$ cat config.mk
export PLATFORM = sky130hd
export DESIGN_NAME = branch_hazard_ctrl
export DESIGN_NICKNAME = d
export VERILOG_FILES = /design/src/rtl/branch_hazard_ctrl.sv
export SDC_FILE = /design/constraint.sdc
export NUM_CORES = 1
export LEC_CHECK = 0
export ABC_CLOCK_PERIOD_IN_PS = 1900
export BUFFER_PORTS_ARGS = -buffer_cell sky130_fd_sc_hd__buf_4
export CAP_MARGIN = 5
export CORE_MARGIN = 5
export CORE_UTILIZATION = 33
export DETAILED_ROUTE_END_ITERATION = 12
export PLACE_DENSITY = 0.79
export SYNTH_ARGS = -nofsm -noshare
export SYNTH_HDL_FRONTEND = slang
export SYNTH_SLANG_ARGS = --single-unit
$ cat constraint.sdc
create_clock -name clk -period 1.9 [get_ports clk]
set_input_delay 0.285 -clock clk [delete_from_list [all_inputs] [get_ports clk]]
set_output_delay 0.285 -clock clk [all_outputs]
set_load 0.01 [all_outputs]
$ cat src/rtl/branch_hazard_ctrl.sv
// branch_hazard_ctrl
//   ID-stage hazard controller for the branch comparator.
//   - forwardcmpsrcA/B select the comparator operands (0 qa/qb, 1 resultW, 2 alu_outM).
//   - stallF/stallD/flushE hold the front end and bubble ID/EX while a branch
//     waits for an operand still in EX (any write) or in MEM (load).
//   - flushD clears IF/ID on a jump or taken branch, never while stalled.
//   - A stall-episode FSM with a saturating watchdog raises the sticky hazard_err
//     when an episode runs longer than MAX_STALL cycles.
//   - br_cnt/taken_cnt/stall_cnt statistics exist only when the macro
//     BRANCH_HAZARD_STATS_EN is defined; otherwise they read constant 0.
// Ports
//   clk, rst (sync, active-high); branchD, jD, rsD, rtD; writeregE/M/W,
//   regwriteE/M/W, memtoregE/M, pcsrcD in; forwardcmpsrcA/B, stallF, stallD,
//   flushE, flushD, hazard_err, br_cnt, taken_cnt, stall_cnt out.
module branch_hazard_ctrl #(
    parameter int REG_W     = 5,
    parameter int MAX_STALL = 2,
    parameter int CNT_W     = 32
) (
    input  logic             clk,
    input  logic             rst,
    input  logic             branchD,
    input  logic             jD,
    input  logic [REG_W-1:0] rsD,
    input  logic [REG_W-1:0] rtD,
    input  logic [REG_W-1:0] writeregE,
    input  logic [REG_W-1:0] writeregM,
    input  logic [REG_W-1:0] writeregW,
    input  logic             regwriteE,
    input  logic             regwriteM,
    input  logic             regwriteW,
    input  logic             memtoregE,
    input  logic             memtoregM,
    input  logic [1:0]       pcsrcD,
    output logic [1:0]       forwardcmpsrcA,
    output logic [1:0]       forwardcmpsrcB,
    output logic             stallF,
    output logic             stallD,
    output logic             flushE,
    output logic             flushD,
    output logic             hazard_err,
    output logic [CNT_W-1:0] br_cnt,
    output logic [CNT_W-1:0] taken_cnt,
    output logic [CNT_W-1:0] stall_cnt
);

    // Watchdog wide enough to hold MAX_STALL+1 so an overrun is visible.
    localparam int WD_W = $clog2(MAX_STALL + 2);
    localparam logic [WD_W-1:0] WD_LIMIT = WD_W'(MAX_STALL);

    typedef enum logic [1:0] {IDLE, STALL, RESOLVE} state_t;

    state_t          state, state_n;
    logic [WD_W-1:0] wd, wd_n;
    logic            stall_req;

    logic rs_nz, rt_nz;
    logic m_rs, m_rt, w_rs, w_rt, e_hit, ld_hit;

    assign rs_nz = (rsD != '0);
    assign rt_nz = (rtD != '0);

    // MEM forwarding excludes loads: their data is not ready at alu_outM.
    assign m_rs = regwriteM & ~memtoregM & (writeregM == rsD) & rs_nz;
    assign m_rt = regwriteM & ~memtoregM & (writeregM == rtD) & rt_nz;
    assign w_rs = regwriteW & (writeregW == rsD) & rs_nz;
    assign w_rt = regwriteW & (writeregW == rtD) & rt_nz;

    always_comb begin
        forwardcmpsrcA = 2'd0;
        if (m_rs)      forwardcmpsrcA = 2'd2;
        else if (w_rs) forwardcmpsrcA = 2'd1;
    end

    always_comb begin
        forwardcmpsrcB = 2'd0;
        if (m_rt)      forwardcmpsrcB = 2'd2;
        else if (w_rt) forwardcmpsrcB = 2'd1;
    end

    assign e_hit  = regwriteE & (((writeregE == rsD) & rs_nz) | ((writeregE == rtD) & rt_nz));
    assign ld_hit = memtoregM & (((writeregM == rsD) & rs_nz) | ((writeregM == rtD) & rt_nz));

    assign stall_req = branchD & (e_hit | ld_hit);
    assign stallF    = stall_req;
    assign stallD    = stall_req;
    assign flushE    = stall_req;
    assign flushD    = (pcsrcD != 2'b00) & ~stallD;

    always_comb begin
        state_n = state;
        wd_n    = wd;
        case (state)
            IDLE: begin
                if (stall_req) begin
                    state_n = STALL;
                    wd_n    = WD_W'(1);
                end
            end
            STALL: begin
                if (stall_req) begin
                    if (wd != '1) wd_n = wd + WD_W'(1);
                end else begin
                    state_n = RESOLVE;
                end
            end
            RESOLVE: begin
                if (stall_req) begin
                    state_n = STALL;
                    wd_n    = WD_W'(1);
                end else begin
                    state_n = IDLE;
                    wd_n    = '0;
                end
            end
            default: begin
                state_n = IDLE;
                wd_n    = '0;
            end
        endcase
    end

    always_ff @(posedge clk) begin
        if (rst) begin
            state      <= IDLE;
            wd         <= '0;
            hazard_err <= 1'b0;
        end else begin
            state      <= state_n;
            wd         <= wd_n;
            // Flag on the same edge the watchdog crosses the limit.
            hazard_err <= hazard_err | (wd_n > WD_LIMIT);
        end
    end

`ifdef BRANCH_HAZARD_STATS_EN
    logic unused_memtoreg_e;
    assign unused_memtoreg_e = memtoregE;

    always_ff @(posedge clk) begin
        if (rst) begin
            br_cnt    <= '0;
            taken_cnt <= '0;
            stall_cnt <= '0;
        end else begin
            if ((branchD | jD) & ~stallD) br_cnt <= br_cnt + CNT_W'(1);
            if (flushD)                   taken_cnt <= taken_cnt + CNT_W'(1);
            if (stallD)                   stall_cnt <= stall_cnt + CNT_W'(1);
        end
    end
`else
    // jD only feeds the statistics; memtoregE is implied by regwriteE for the EX check.
    logic unused_inputs;
    assign unused_inputs = jD | memtoregE;

    assign br_cnt    = '0;
    assign taken_cnt = '0;
    assign stall_cnt = '0;
`endif

endmodule

* Word-level counts from Yosys, hierarchy flattened
Index checks and enable logic that the tools add are counted.
** Storage, ports and cells
- Word-level logic and storage cells :: 56
- Bits in registers :: 5
** Cells by class
- $lt $le $gt $ge :: 1
- Equality and inequality tests :: 11
- Reduce and logical (&&, ||, !) cells :: 5
- Multiplexer cells :: 12
- Add/sub/neg operators :: 1
- Bitwise operators :: 23
** Operators with widths (number)
- 5-bit equality test :: 6
- 1-bit bitwise AND :: 17
- 2-bit two-way mux :: 7
- 2-bit case mux with 3 select lines :: 2
- 5-bit nonzero test :: 2
- 2-bit != test (second input constant) :: 3
- 1-bit bitwise OR :: 4
- 1-bit two-way mux :: 3
- 2-bit by 1-bit adder with 2-bit output (second input constant) :: 1
- 2-bit by 1-bit equality test with 1-bit output (second input constant) :: 1
- 2-bit equality test (second input constant) :: 1
- 2-bit greater-than comparator (second input constant) :: 1
- 2-bit zero test :: 1
- 1-bit NOT :: 2
- 2-bit AND reduction :: 1
- 2-bit nonzero test :: 1

* Longest topological paths before layout
Gate-level depths: netlist of the first run.
- Depth after elaboration :: 10
- Gate-level depth with buffers :: 8
- Depth with buffers taken out :: 6

* Worst setup path before layout of the first run
OpenSTA, ideal clock, no wires.
- Kind :: input-to-output
- Start :: input port rsD[2]
- End :: output port stallD
- Stages :: 8
- Path buffers :: 2
- Setup slack :: -0.109 ns
- Required time :: 1.615 ns
- Data arrival time :: 1.724 ns
- Path through :: or4_1 > nor2_2 > nor4_1 > o211ai_1 > and2_1 > buf_6 > inv_2 > buf_4
** On the way
- Cells in the longest elaborated chain, start to end :: 6
- Elaborated cells on any way between the ends :: 11
** Ends and longest elaborated chain
- start: declaration :: line 24 : input logic [REG_W-1:0] rsD,
- 5-bit equality test, or another cell as far along :: line 81 : assign e_hit = regwriteE & (((writeregE == rsD) & rs_nz) | ((writeregE == rtD) & rt_nz));
- 1-bit bitwise AND, on equally long branches :: line 81, 82
- 1-bit bitwise OR, on equally long branches :: line 81, 82
- 1-bit bitwise AND, on equally long branches :: line 81, 82
- 1-bit bitwise OR * :: line 84 : assign stall_req = branchD & (e_hit | ld_hit);
- 1-bit bitwise AND * :: line 84
- end: declaration :: line 38 : output logic stallD,
Every way passes the cells marked *; elsewhere a longest branch is shown, timed or not.

* Worst setup path after layout of the first run
- Start :: input port rsD[2]
- End :: output port flushD
** On the way
- Cells in the longest elaborated chain, start to end :: 8
- Elaborated cells on any way between the ends :: 13
** Ends and longest elaborated chain
- 5-bit equality test, or another cell as far along :: line 81
- 1-bit bitwise AND, on equally long branches :: line 81, 82
- 1-bit bitwise OR, on equally long branches :: line 81, 82
- 1-bit bitwise AND, on equally long branches :: line 81, 82
- 1-bit bitwise OR * :: line 84
- 1-bit bitwise AND * :: line 84
- 1-bit NOT * :: line 88 : assign flushD = (pcsrcD != 2'b00) & ~stallD;
- 1-bit bitwise AND * :: line 88
- end: declaration :: line 40 : output logic flushD,
Marks and branches as above.

==> qor.yml, run 1 <==
die-width_um: 74.8
arrival_ns: 1.82
power.leakage_nw: 0.878
setup_violations: 7
power.density_nw_per_um2: 363
synth_cell_type_count: 28
rsz0062_at_grt: "yes"
dp_hpwl_um: 2970
r2r_setup_slack_ns: 1.01
grt_usage_pct: 10.4
grt_use_met3_pct: 3.60
max_cap_violations: 0
power_frac_seq_pct: 17.6
ios: 141
use_met2_pct: 19.0
peakVddDrop_v: 0.000184
drtIter0Drc: 12
syn_to_final_growth_pct: 22.7
finish.utilization_pct: 42.2
dieArea_um2: 5600
finalNetCount: 276
ant_nets: 0
clkPwrFrac_pct: 31.4
crit_required_ns: 1.62
cts_tree: "done"
cts_buffer_depth: 2
drc: 0
cts_root_buffer: "clkbuf_8"
hold_viol_final: 0
globalRouteMet1Util_pct: 11.7
place_ws_ns: -0.262
r2r_cells: 4
cts_sinks: 5
p_sw_uw: 235
seqCellArea_um2: 100
final_common_cell: "conb_1"
comb_power_share_pct: 51.0
final_layout_size_suffix_gt1_share_pct: 35.6
synth-seq-cells: 5
portBuffers: 42
r2r-start: "state[1]"
ys_seq_area_share_pct: 7.22
syn-instance-count: 177
critPathKind: "primary input to output port"
final_cell_mix: "96 x conb_1, 54 x buf_4, 19 x xnor2_1"
multiInputGateArea_um2: 966
fin_crit_sh_pct: 111
hold_buffers: 0
synth.avg_cell_area_um2: 7.83
layout_setup_ws_ns: -0.209
cp-startpoint: "rsD[2]"
grt_max_degree: 6
drt_pass1_iterations: 2
p_int_uw: 382
die_h_um: 74.8
grt.busiest_layer: "met2"
violations: "negative setup slack"
first_global_vias: 989
worstHoldStart: "rst"
fillers: 426
finalWirelength_um: 3350
yosys_warnings: 0
min_to: "wd[0]"
via_per_inst: 3.64
routabilityCongestion: 0.880
row_count: 23
initial_core_util_pct: 34.4
min_period_ns: 2.11
fmax_ghz: 0.474
clk_pin_slew_ns: 0.03
endpoint_kind: "output port"
hold_class: "primary input to register"
status: "finished, violations left"
rr_endpoint: "hazard_err"
syn-cell-area_um2: 1390
diodes: 0
numCtsBuffers: 3
vias: 1052
hold_depth: 2
wl_per_cell_um: 11.6
h-tree-depth: 1
crit_fanout: 3
fin_skew_ns: 0.000538
startpoint_type: "primary input"
grt_pass1_wl_um: 4520
gr-total-overflow: 0
insertion_delay_ns: 0.22
antenna_found_initial: 0
core_area_um2: 4030
switching_share_pct: 38.1
slew_violations: 0
[cell type report]
| class | instances | area share (%) |
|---|---|---|
| Multi-Input combinational cell | 164 | 56.8 |
| Timing Repair Buffer | 64 | 30.4 |
| Sequential cell | 5 | 5.88 |
| Tap cell | 50 | 3.68 |
| Clock buffer | 4 | 2.65 |
| Inverter | 2 | 0.588 |
[timing repair]
action,4_1_cts,5_1_grt
endpoints found under the setup margin,7,11
gates resized for setup,14,11
pin swaps,15,11
setup buffers,8,2
[cell usage after synthesis (all sizes together)]
master	number	area [um2]
a2111oi	1	15.0
o21a	1	7.51
xor2	8	70.1
conb	1	3.75
dfxtp	5	100
o221a	1	11.3
a21oi	1	5.00
o221ai	1	8.76
nand4	2	12.5
and3	2	12.5
and3b	2	17.5
a21boi	1	7.51
or4	2	15.0
nand2b	1	6.26
inv	2	7.50
o211ai	2	15.0
nor3	1	5.00
nor4	6	37.5
xnor2	22	193
buf	101	762
nand3	6	30.0
nand2	2	7.51
and2	2	12.5
nand3b	1	7.51
nor2	3	16.3
[stage by stage]
stage | area (um2) | setup TNS, ns | hold WS (ns) | cells | power (mW)
floorplan | 1770 | -0.249 | 0.361 | 272 | 0.420
global placement | 1510 | -1.51 | 0.491 | 281 | 0.384
detailed placement | 1510 | -1.86 | 0.494 | 281 | 0.390
CTS | 1670 | -0.845 | 0.265 | 292 | 0.605
global route | 1700 | -1.54 | 0.272 | 289 | 0.661
finish | 1700 | -0.942 | 0.269 | 289 | 0.617
[flip-flops by register name (all words and copies together), names as in the netlist]
name and count:
state 2, hazard_err 1, wd 2
[cell families after synthesis]
kind of cell / after synthesis / synth area share (%)
other cells: 1 / 0.270
compound gates: 8 / 5.05
xor+xnor: 30 / 19.0
buf+inv: 103 / 55.5
flops: 5 / 7.22
simple gates: 30 / 13.0
[power by group through the flow]
stage,Clock (mW),Combinational (mW),Sequential [mW]
finish,0.194,0.315,0.109
CTS,0.201,0.294,0.109
floorplan,0,0.310,0.110
global route,0.208,0.345,0.109
global placement,0,0.274,0.110
detailed placement,0,0.280,0.110
[worst max-delay path by stage]
stage	end	depth (start not counted)
after floorplan	flushD	7
after global placement	flushD	8
after detailed placement	flushD	8
after CTS	flushD	8
after global routing	flushD	8
final	flushD	8
[layer usage]
layer	up-vias	share of wire, %
met2	71	54
met1	470	32
met3	2	13
met4	0	0.30
li1	509	-
met5	-	0
[worst max-delay path, cell delays in order]
cell	delay [ns]
buf_6	0.09
or4_4	0.54
nor2_4	0.17
nor4_2	0.06
o211ai_1	0.23
and2_4	0.21
o21a_1	0.14
buf_6	0.10
Note: power is estimated with default switching activity, not from simulation.
==> run 2: changes to the inputs <==
CELL_PAD_IN_SITES_DETAIL_PLACEMENT = 0   (was not set)
CELL_PAD_IN_SITES_GLOBAL_PLACEMENT = 1   (was not set)
CORE_ASPECT_RATIO = 0.6   (was not set)
CORE_UTILIZATION = 21   (was 33)
PLACE_DENSITY = not set   (was 0.79)
PLACE_DENSITY_LB_ADDON = 0.1   (was not set)
==> run 2 against run 1 <==
Against the previous run:
- hold slack improved by 0.0047 ns
- first-iteration DRC count grew to 3.1 times the previous value
- clock skew rose by 0.0046 ns
- highest routed layer unchanged
- the run still ends with negative setup slack left
- sequential share of layout area down 0.49 points
- non-clock buffer count is 9 higher
- register-to-register slack lost 0.07 ns
- routed wire length is 11% higher
- design area increased by 9.1%
- maximum frequency grew 0.58%
- final cell count up 15%
==> qor.yml, run 2 (synthesis results as in run 1) <==
layout_setup_ws_ns: -0.197  # +0.0122 ns
critPathKind: "primary input to output port"
fin_skew_ns: 0.00515  # +0.00461 ns
hold_depth: 2  # unchanged
p_sw_uw: 251  # +6.5%
slew_violations: 0  # unchanged
min_period_ns: 2.10  # -0.0122 ns
crit_path_frequent_cell: "buf_6"
r2r-start: "state[1]"
initial_core_util_pct: 22.2  # -12 points
insertion_delay_ns: 0.23  # about the same
crit_fanout: 3  # unchanged
finalNetCount: 285  # +3.3%
ios: 141  # unchanged
crit_chain: "buf_6 > or4_4 > nor2_4 > nor4_1 > o211ai_1 > and2_4 > o21a_1 > buf_6"
syn_to_final_growth_pct: 33.9
cts_buffer_depth: 2  # unchanged
core_area_um2: 6250  # +55%
routabilityCongestion: 0.704  # -20%
hold_viol_final: 0  # unchanged
endpoint_kind: "output port"
via_per_inst: 3.27  # -10%
vias: 1086  # +3.2%
clkPwrFrac_pct: 30.7  # -0.7 points
numCtsBuffers: 3  # unchanged
crit_required_ns: 1.62  # about the same
die_h_um: 72.9  # -2.5%
cts_tree: "done"
power.leakage_nw: 0.936  # +6.6%
wirelength_met1_um: 1610  # +50%
wl_met3_um: 425  # -5.1%
row_count: 22  # -4.3%
reg.largest.list: "state: 2 flops, wd: 2 flops, hazard_err: 1 flops"
cp_slowest_cell: "or4_4"
comb_power_share_pct: 52.5  # +1.5 points
diodes: 0  # unchanged
rsz0062_at_grt: "yes"
switching_share_pct: 38.7  # +0.56 points
wl_met2_um: 1680  # -7.7%
peakVddDrop_v: 0.000154  # -16%
wl_per_cell_um: 11.2  # -3.1%
power.density_nw_per_um2: 349  # -3.9%
arrival_ns: 1.81  # about the same
first_global_vias: 1068  # +8.0%
portBuffers: 42  # unchanged
hold_class: "primary input to register"
final_layout_size_suffix_gt1_share_pct: 38.7  # +3.1 points
drtIter0Drc: 37  # +25
power_frac_seq_pct: 16.8  # -0.8 points
h-tree-depth: 1  # unchanged
dp_hpwl_um: 3270  # +10%
highest-signal-layer: "met4"
grt_usage_pct: 7.92  # -2.5 points
fin_crit_sh_pct: 110  # -0.64 points
antenna_found_initial: 0  # unchanged
drc: 0  # unchanged
die-width_um: 115  # +54%
hold_slack_ns: 0.274  # +0.00472 ns
status: "finished, violations left"
setup_violations: 6  # -1
drt_pass1_iterations: 5  # +3
gr-total-overflow: 0  # unchanged
setup_tns_ns: -1.03  # -0.0916 ns
startpoint_type: "primary input"
final_cell_mix: "96 x conb_1, 59 x buf_4, 19 x xnor2_1"
ant_nets: 0  # unchanged
p_int_uw: 397  # +4.0%
grt_pass1_wl_um: 5280  # +17%
clk_pin_slew_ns: 0.04  # about the same
violations: "negative setup slack"
fmax_ghz: 0.477  # +0.58%
finalWirelength_um: 3730  # +11%
dieArea_um2: 8380  # +50%
cts_sinks: 5  # unchanged
max_cap_violations: 0  # unchanged
cts_root_buffer: "clkbuf_8"
slowest_delay_ns: 0.54  # about the same
r2r_cells: 4  # unchanged
grt_max_degree: 6  # unchanged
worstHoldStart: "rst"
cp-startpoint: "rsD[1]"
final_common_cell: "conb_1"
-- run 2: repair_timing --
action	4_1_cts	5_1_grt
endpoints found under the setup margin	8	13
hold buffers	0	0
pin swaps	15	7
resized for setup	21	9
hold endpoints to repair	0	0
buffers inserted	8	2
-- run 2: cell type report --
class / instances / area [um2]
Clock buffer: 3 / 41.3
Clock inverter: 1 / 5.00
Fill cell: 688 / 4390
Inverter: 2 / 10.0
Multi-Input combinational cell: 164 / 977
Sequential cell: 5 / 100
Tap cell: 84 / 105
Timing Repair Buffer: 73 / 618
-- run 2: routing by layer --
layer,up-vias,global-route usage [%]
met5,-,0
met4,0,1.17
met2,78,11.8
met1,477,11.6
li1,529,-
met3,2,2.07
-- run 2: critical path: cells and delay by family --
family / cells / cell delay, ns
AO/OA/AOI/OAI: 2 / 0.35
AND/OR/NAND/NOR: 4 / 0.98
buffers and inverters: 2 / 0.20
-- run 2: power by group through the flow --
stage	Sequential, mW	Clock (mW)	Combinational (mW)
final	0.109	0.199	0.340
after global routing	0.109	0.216	0.372
after CTS	0.109	0.203	0.325
after detailed placement	0.110	0	0.298
after global placement	0.111	0	0.303
after floorplan	0.110	0	0.310
-- run 2: per-stage QoR --
step | std cells | power [mW] | util [%] | setup slack, ns | cell area (um2)
floorplan | 272 | 0.420 | - | -0.0792 | 1770
global placement | 321 | 0.413 | 26.0 | -0.297 | 1620
detailed placement | 321 | 0.408 | 26.0 | -0.326 | 1620
CTS | 332 | 0.637 | 29.1 | -0.230 | 1820
global route | 332 | 0.696 | 29.7 | -0.306 | 1860
finish | 332 | 0.648 | 29.7 | -0.197 | 1860
-- run 2: path summary, 6_finish.rpt --
check	slack [ns]	endpoint
setup / recovery	-0.20	flushD
setup reg to reg	0.94	hazard_err
hold reg to reg	0.52	state[1]
hold / removal	0.27	state[0]
